`config.mk`:
```
export PLATFORM = sky130hd
export DESIGN_NAME = abs_stim_sequencer
export DESIGN_NICKNAME = d
export VERILOG_FILES = /design/src/rtl/abs_stim_pkg.sv /design/src/rtl/abs_misr.sv /design/src/rtl/abs_stim_sequencer.sv
export SDC_FILE = /design/constraint.sdc
export NUM_CORES = 1
export LEC_CHECK = 0
export BUFFER_PORTS_ARGS = -buffer_cell sky130_fd_sc_hd__buf_2
export CAP_MARGIN = 20
export CORE_ASPECT_RATIO = 0.75
export CORE_MARGIN = 8
export CORE_UTILIZATION = 39
export CTS_BUF_LIST = sky130_fd_sc_hd__clkbuf_2
export DETAILED_ROUTE_END_ITERATION = 6
export GPL_ROUTABILITY_DRIVEN = 1
export PLACE_DENSITY = 0.67
export RECOVER_POWER = 25
export SETUP_SLACK_MARGIN = 0.02
export SYNTH_ARGS = -nofsm -noshare
export SYNTH_HDL_FRONTEND = slang
export SYNTH_SLANG_ARGS = --single-unit
```
`constraint.sdc`:
```
create_clock -name clk -period 5.8 [get_ports clk]
set_clock_uncertainty 0.05 [all_clocks]
set_input_delay 1.74 -clock clk [delete_from_list [all_inputs] [get_ports clk]]
set_output_delay 1.74 -clock clk [all_outputs]
set_load 0.005 [all_outputs]
```
`src/rtl/abs_stim_pkg.sv`:
```
// Shared types and helpers for the a/b/sel stimulus sequencer.
// Build option: define STIM_GRAY_EN to visit the vectors in Gray order.
package abs_stim_pkg;

    typedef enum logic [1:0] {
        StIdle,
        StDrive,
        StSample,
        StDone
    } state_t;

    localparam int unsigned MIN_HOLD = 2;
    localparam int unsigned NUM_VEC  = 8;

    // Maps the vector counter to the {sel,b,a} pattern driven for that step.
    function automatic logic [2:0] vec_of(input logic [2:0] idx);
`ifdef STIM_GRAY_EN
        return idx ^ (idx >> 1);
`else
        return idx;
`endif
    endfunction

endpackage

```
`src/rtl/abs_misr.sv`:
```
// Multiple-input signature register folding 3 response bits per enabled cycle.
module abs_misr #(
    parameter int unsigned     SIG_W = 16,
    parameter logic [SIG_W-1:0] POLY = SIG_W'(16'h1021)
) (
    input  logic             clk,
    input  logic             rst,
    input  logic             clr,
    input  logic             en,
    input  logic [2:0]       din,
    output logic [SIG_W-1:0] sig
);

    logic [SIG_W-1:0] r_sig;
    logic [SIG_W-1:0] w_sig_d;

    always_comb begin
        w_sig_d = r_sig;
        if (clr) begin
            w_sig_d = '0;
        end else if (en) begin
            w_sig_d = (r_sig << 1) ^ (r_sig[SIG_W-1] ? POLY : '0) ^ {{(SIG_W-3){1'b0}}, din};
        end
    end

    always_ff @(posedge clk or posedge rst) begin
        if (rst) begin
            r_sig <= '0;
        end else begin
            r_sig <= w_sig_d;
        end
    end

    assign sig = r_sig;

endmodule

```
`src/rtl/abs_stim_sequencer.sv`:
```
// Steps {sel,b,a} through all 8 vectors, holding each H cycles, and MISR-compacts the responses.
// Build option: STIM_GRAY_EN selects Gray visiting order (see abs_stim_pkg::vec_of).
module abs_stim_sequencer #(
    parameter int unsigned      HOLD_W = 8,
    parameter int unsigned      SIG_W  = 16,
    parameter logic [SIG_W-1:0] POLY   = SIG_W'(16'h1021)
) (
    input  logic              clk,
    input  logic              rst,
    input  logic              start,
    input  logic [HOLD_W-1:0] hold_cycles,
    output logic              a,
    output logic              b,
    output logic              sel,
    input  logic              y_comb,
    input  logic              y_mux,
    input  logic              q_dff,
    output logic              busy,
    output logic              done,
    output logic              sig_valid,
    output logic [SIG_W-1:0]  signature
);

    import abs_stim_pkg::*;

    state_t            r_state;
    state_t            w_state_d;
    logic [2:0]        r_idx;
    logic [2:0]        w_idx_d;
    logic [HOLD_W-1:0] r_hold;
    logic [HOLD_W-1:0] w_hold_d;
    logic [HOLD_W-1:0] r_cnt;
    logic [HOLD_W-1:0] w_cnt_d;
    logic              w_accept;
    logic              w_misr_en;
    logic              w_busy_d;
    logic              w_sig_valid_d;
    logic              r_busy;
    logic              r_done;
    logic              r_sig_valid;
    logic [2:0]        r_vec;
    logic [HOLD_W-1:0] w_hold_eff;

    assign w_hold_eff = (hold_cycles < HOLD_W'(MIN_HOLD)) ? HOLD_W'(MIN_HOLD) : hold_cycles;

    always_comb begin
        w_state_d = r_state;
        w_idx_d   = r_idx;
        w_hold_d  = r_hold;
        w_cnt_d   = r_cnt;
        w_accept  = 1'b0;
        w_misr_en = 1'b0;
        unique case (r_state)
            StIdle: begin
                if (start) begin
                    w_accept  = 1'b1;
                    w_hold_d  = w_hold_eff;
                    w_idx_d   = '0;
                    w_cnt_d   = HOLD_W'(1);
                    w_state_d = StDrive;
                end
            end
            StDrive: begin
                // The SAMPLE cycle is the H-th cycle of the vector.
                if (r_cnt == r_hold - HOLD_W'(1)) begin
                    w_state_d = StSample;
                end else begin
                    w_cnt_d = r_cnt + HOLD_W'(1);
                end
            end
            StSample: begin
                w_misr_en = 1'b1;
                if (r_idx == 3'(NUM_VEC - 1)) begin
                    w_state_d = StDone;
                end else begin
                    w_idx_d   = r_idx + 3'd1;
                    w_cnt_d   = HOLD_W'(1);
                    w_state_d = StDrive;
                end
            end
            StDone: begin
                w_state_d = StIdle;
            end
            default: begin
                w_state_d = StIdle;
            end
        endcase
    end

    assign w_busy_d      = (w_state_d == StDrive) || (w_state_d == StSample);
    assign w_sig_valid_d = w_accept ? 1'b0 : ((w_state_d == StDone) ? 1'b1 : r_sig_valid);

    // Outputs are registered from next-state so they line up with the state they describe.
    always_ff @(posedge clk or posedge rst) begin
        if (rst) begin
            r_state     <= StIdle;
            r_idx       <= '0;
            r_hold      <= '0;
            r_cnt       <= '0;
            r_busy      <= 1'b0;
            r_done      <= 1'b0;
            r_sig_valid <= 1'b0;
            r_vec       <= '0;
        end else begin
            r_state     <= w_state_d;
            r_idx       <= w_idx_d;
            r_hold      <= w_hold_d;
            r_cnt       <= w_cnt_d;
            r_busy      <= w_busy_d;
            r_done      <= (w_state_d == StDone);
            r_sig_valid <= w_sig_valid_d;
            r_vec       <= w_busy_d ? vec_of(w_idx_d) : 3'b000;
        end
    end

    abs_misr #(
        .SIG_W (SIG_W),
        .POLY  (POLY)
    ) u_misr (
        .clk (clk),
        .rst (rst),
        .clr (w_accept),
        .en  (w_misr_en),
        .din ({y_comb, y_mux, q_dff}),
        .sig (signature)
    );

    assign {sel, b, a} = r_vec;
    assign busy        = r_busy;
    assign done        = r_done;
    assign sig_valid   = r_sig_valid;

endmodule

```
==> After elaboration in Yosys (flattened, before gate mapping) <==
Cells that the tools add are included.
{ "classes": {"addsub": 3, "order_cmp": 1, "eq_ne": 11, "n_mux": 21, "bitwise_logic": 2, "reduce_logical": 7} }
{ "op_table": {"columns": ["operator", "count"], "rows": [
  ["$mux 16", 2],
  ["$mux 8", 4],
  ["$pmux 8 s3", 1],
  ["$xor 16x16->16", 1],
  ["$xor 16x3->16", 1],
  ["$mux 13", 1],
  ["$mux 3", 3],
  ["$add 8x1->8 const B", 1],
  ["$eq 2x2->1 const B", 4],
  ["$eq 8x8->1", 1],
  ["$lt 8x2->1 const B", 1],
  ["$pmux 2 s4", 1],
  ["$sub 8x1->8 const B", 1],
  ["$mux 2", 3],
  ["$ne 2x2->1 const B", 3],
  ["$pmux 3 s2", 1],
  ["$mux 1", 5],
  ["$eq 2x1->1 const B", 2],
  ["$reduce_and 4->1", 1],
  ["$reduce_bool 2->1", 2],
  ["$add 3x1->3 const B", 1],
  ["$eq 3x3->1 const B", 1],
  ["$reduce_bool 3->1", 1],
  ["$logic_not 2->1", 1],
  ["other kinds (2)", 2]
]} }
{ "totals": {"regBits": 43, "in_bits": 14, "output_inout_bits": 22, "wordCells": 54} }

==> Depth between registers and ports, before layout <==
{ "logic_depth": {"depth_word": 7, "depth_mapped": 12, "depth_no_buf": 12} }

==> By module <==
Synthesis repeated with hierarchy kept, for this count alone.
{ "hier_totals": {"hier_cells": 209, "area_unflattened_um2": 2195.9} }
{ "modules_own_cells": {"columns": ["module", "instances", "cells_each", "area_each_um2", "seq_area_each_um2"], "rows": [
  ["abs_stim_sequencer", 1, 151, 1492.7, 675.6],
  ["abs_misr", 1, 58, 703.2, 400.4]
]} }

==> Least setup slack after synthesis <==
OpenSTA, ideal clock, no wires.
{ "synth_path": {"path_kind": "input-to-reg", "start": "input port start", "end": "register r_vec[0]", "setup_time_ns": 0.119, "arrival_time_ns": 2.903, "required_ns": 5.631, "path_slack_ns": 2.728, "path_stages": 5, "n_path_buf": 0, "path_cell_list": "o21bai_1 -> inv_1 -> or2_2 -> ha_1 -> and2_1"} }
{ "synth_via": {"elab_chain_cells": 5, "elab_cells_between_ends": 8, "cone_classes": "2 x eq/ne; 5 x mux; 1 x reduce/logical"} }
{ "synth_lines": {"columns": ["item", "line_no", "source"], "rows": [
  ["start: declaration", "abs_stim_sequencer.sv:10", "input logic start,"],
  ["$mux 2 *", "abs_stim_sequencer.sv:55", "if (start) begin"],
  ["$pmux 2 s4 *", "abs_stim_sequencer.sv:53", "unique case (r_state)"],
  ["via w_state_d[0]", "abs_stim_sequencer.sv:27", "state_t w_state_d;"],
  ["$eq 2x1->1 or $eq 2x2->1 (tied branches)", "abs_stim_sequencer.sv:90", "assign w_busy_d = (w_state_d == StDrive) || (w_state_d == StSample);"],
  ["$logic_or 1x1->1 *", "abs_stim_sequencer.sv:90", null],
  ["via w_busy_d", "abs_stim_sequencer.sv:36", "logic w_busy_d;"],
  ["$mux 3 *", "abs_stim_sequencer.sv:112", "r_vec <= w_busy_d ? vec_of(w_idx_d) : 3'b000;"],
  ["end signal: assignment", "abs_stim_sequencer.sv:112", null],
  ["end: declaration", "abs_stim_sequencer.sv:41", "logic [2:0] r_vec;"]
]} }
Mark *: on every way through the listed nets, which the timed path passes. The rest lies on a longest branch.
A chain may end at the register's enable or synchronous reset.

==> metrics.txt <==
critical path data required time 5.83 ns; Total GRT Usage 0.120; critical path endpoint category async pin; drt wl/cell ~14 microns; startpoint types primary input; Cell Area, Placed ~0.0024 sq mm; GRT Residual Overflow 0; area leader, netlist dfrtp_1; final-report hold violation count 0; status finished, violations left; clock buffer depth 2; Synth Net Count 216; Core Box Area 0.00530 sq mm; worst slew pin tran 2.21 ns; pre-CTS WS 2.06 ns; initial antenna violation count 0; Boundary Pins 36; vias in the first global route ~1600; CTS tree built; CTS Sinks between 40 and 50; synth unique cells 47; Cells after Synth ~200; min Tclk post-route 3.42 ns; DIE AREA between 0.008 and 0.009 sq mm; final instance area approximately 0.0024 sq mm; DR vias around 1600; f_max around 300 MHz; NumNets Final roughly 260; Filler cells between 500 and 600; leakage approximately 1.2 nW; CP Class primary input to async pin; Final ANT Viol Nets 0; failing checks capacitance limit, slew limit; max-slew violations 44; Area Overhead vs Synth 13.6%; Port-buffer cells 35; Post-CTS Hold Buffers 0; Die Span Y between 80 and 90 microns; Max VDD drop between 150 and 200 uV; first-pass GRT wire length 7730 microns; top post-synthesis cells by count dfrtp_1 (43), nand2_1 (15), a22o_1 (12), nor2_1 (12); GPL Wtd Cong 0.813; largest net degree at the start of global routing 44; Yosys top cell area share 0.505; RSZ-0062 raised after global routing no; num rows 23; fraction of layout cells with a size suffix above 1 0.265; final worst path period share 0.590; vias per cell between 5 and 6; Crit Path Max Fanout between 40 and 50; diode count 0; register area share after synthesis 0.505; clock latency on the worst-skew pair around 0.38 ns; Initial Util 0.402; H-tree level count 2; predominant post-synthesis flop cell dfrtp_1; Post-route DRC 0; Worst-path clk slew roughly 0.21 ns; worst path arrival time between 3 and 4 ns; Die W 101 microns; Area contributors post-synth dfrtp_1 (50%), a22o_1 (4.9%), xnor2_1 (4.1%), mux2_2 (3.2%), nand2_1 (2.6%); number of flops mapped to enable cells by yosys 0; post-CTS setup buffer count 0; Synth Area per Inst 10.8 sq um; drt pass-1 iters 4; normalized max-slew margin -0.473; most frequent cell after synthesis dfrtp_1; final setup margin 2.38 ns; mapped cell area between 0.002 and 0.0025 sq mm; HP Class register to register; Ys Warns 0; total of max-cap violations 1; root buffer cell clkbuf_2; Setup-failing EPs final 0; Resized cells post-CTS 0; initial DRC count approximately 120; post-DP HPWL about 3400 microns; CTS Buf Count 5; Synth async-reset ratio 1.00; PwrDens slightly below 400 mW/mm^2; setup TNS 0 ns; drt total wl 4510 microns; Yosys reg bits between 40 and 50
area by class of cell:
class	count	area (sq um)	area share
inverter	7	26.3	0.0109
clock buffer	6	30.0	0.0124
multi-input combinational	143	995	0.411
clock inverter	2	12.5	0.00517
tap	75	93.8	0.0388
timing repair buffer	37	186	0.0770
sequential	43	1080	0.445
state kept, by name (all words and copies together) (netlist names):
name and cells:
r_cnt 8, busy 1, r_vec 3, r_idx 3
u_misr.sig 16, r_state 2, r_hold 8, sig_valid 1
done 1
worst max-delay path, cell delays in order:
cell and delay, ns:
buf_2 0.09, inv_1 0.04, clkbuf_1 1.57
placed cells by master (no fill, tap or decap), drive strengths merged, types with 2 or more instances in the layout:
master | netlist | layout
a21oi | 3 | 3
ha | 4 | 4
buf | 2 | 36
nor4 | 2 | 2
or3 | 2 | 2
nor2 | 12 | 12
a22oi | 2 | 2
clkbuf | 3 | 7
and3 | 2 | 2
inv | 7 | 7
or2 | 4 | 4
and2 | 4 | 4
nor3b | 2 | 2
dfrtp | 43 | 43
mux2i | 2 | 2
a31oi | 4 | 4
o21ai | 11 | 11
a22o | 12 | 12
xnor2 | 11 | 11
nor2b | 4 | 4
a211oi | 2 | 2
mux2 | 6 | 6
xor2 | 6 | 6
a21o | 2 | 2
nand2 | 15 | 15
nand4 | 2 | 2
nand3 | 10 | 10
nor3 | 7 | 7
clkinv | 0 | 2
logic make-up after synthesis:
family / after synthesis / share of synthesized area
compound gates: 44 / 0.150
xor+xnor: 17 / 0.0734
fa+ha+maj: 4 / 0.0235
buf+inv: 12 / 0.0282
flops: 43 / 0.505
mux: 8 / 0.0411
simple gates: 70 / 0.179
final timing paths:
kind | startpoint | to | slack, ns | depth (start not counted)
worst max-delay path | rst | r_hold[1] | 2.38 | 3
worst min-delay path | u_misr.sig[5] | u_misr.sig[5] | 0.48 | 2
worst max register to register | r_hold[2] | r_vec[1] | 2.77 | 9
worst min register to register | u_misr.sig[5] | u_misr.sig[5] | 0.48 | 2
max in group clk | start | r_vec[1] | 2.56 | 6
min in group asynchronous | rst | u_misr.sig[9] | 2.08 | 3
report_power, final:
part / total (mW) / leakage [nW] / internal (mW) / switching, mW
Combinational: 0.366 / 0.594 / 0.179 / 0.187
Sequential: 0.451 / 0.566 / 0.368 / 0.0836
Clock: 0.122 / 0.0306 / 0.0312 / 0.0911
stage by stage:
| step | power [mW] | hold WS, ns | utilization | instances |
|---|---|---|---|---|
| global route | 1.01 | 0.531 | 0.457 | 313 |
| finish | 0.940 | 0.482 | 0.457 | 313 |
| detailed placement | 0.825 | 0.441 | 0.450 | 305 |
| floorplan | 0.734 | 0.434 | - | 198 |
| CTS | 0.950 | 0.485 | 0.458 | 313 |
| global placement | 0.816 | 0.431 | 0.450 | 305 |
layer usage:
metal / track usage / share of wire / wire [microns] / vias up
met5: 0 / 0 / 0 / -
met4: 0.0430 / 0.0071 / 32 / 0
met3: 0.0270 / 0.043 / 195 / 2
met2: 0.181 / 0.46 / 2060 / 24
met1: 0.164 / 0.49 / 2220 / 751
li1: - / - / - / 794
Power figures use the tool's default switching activity.
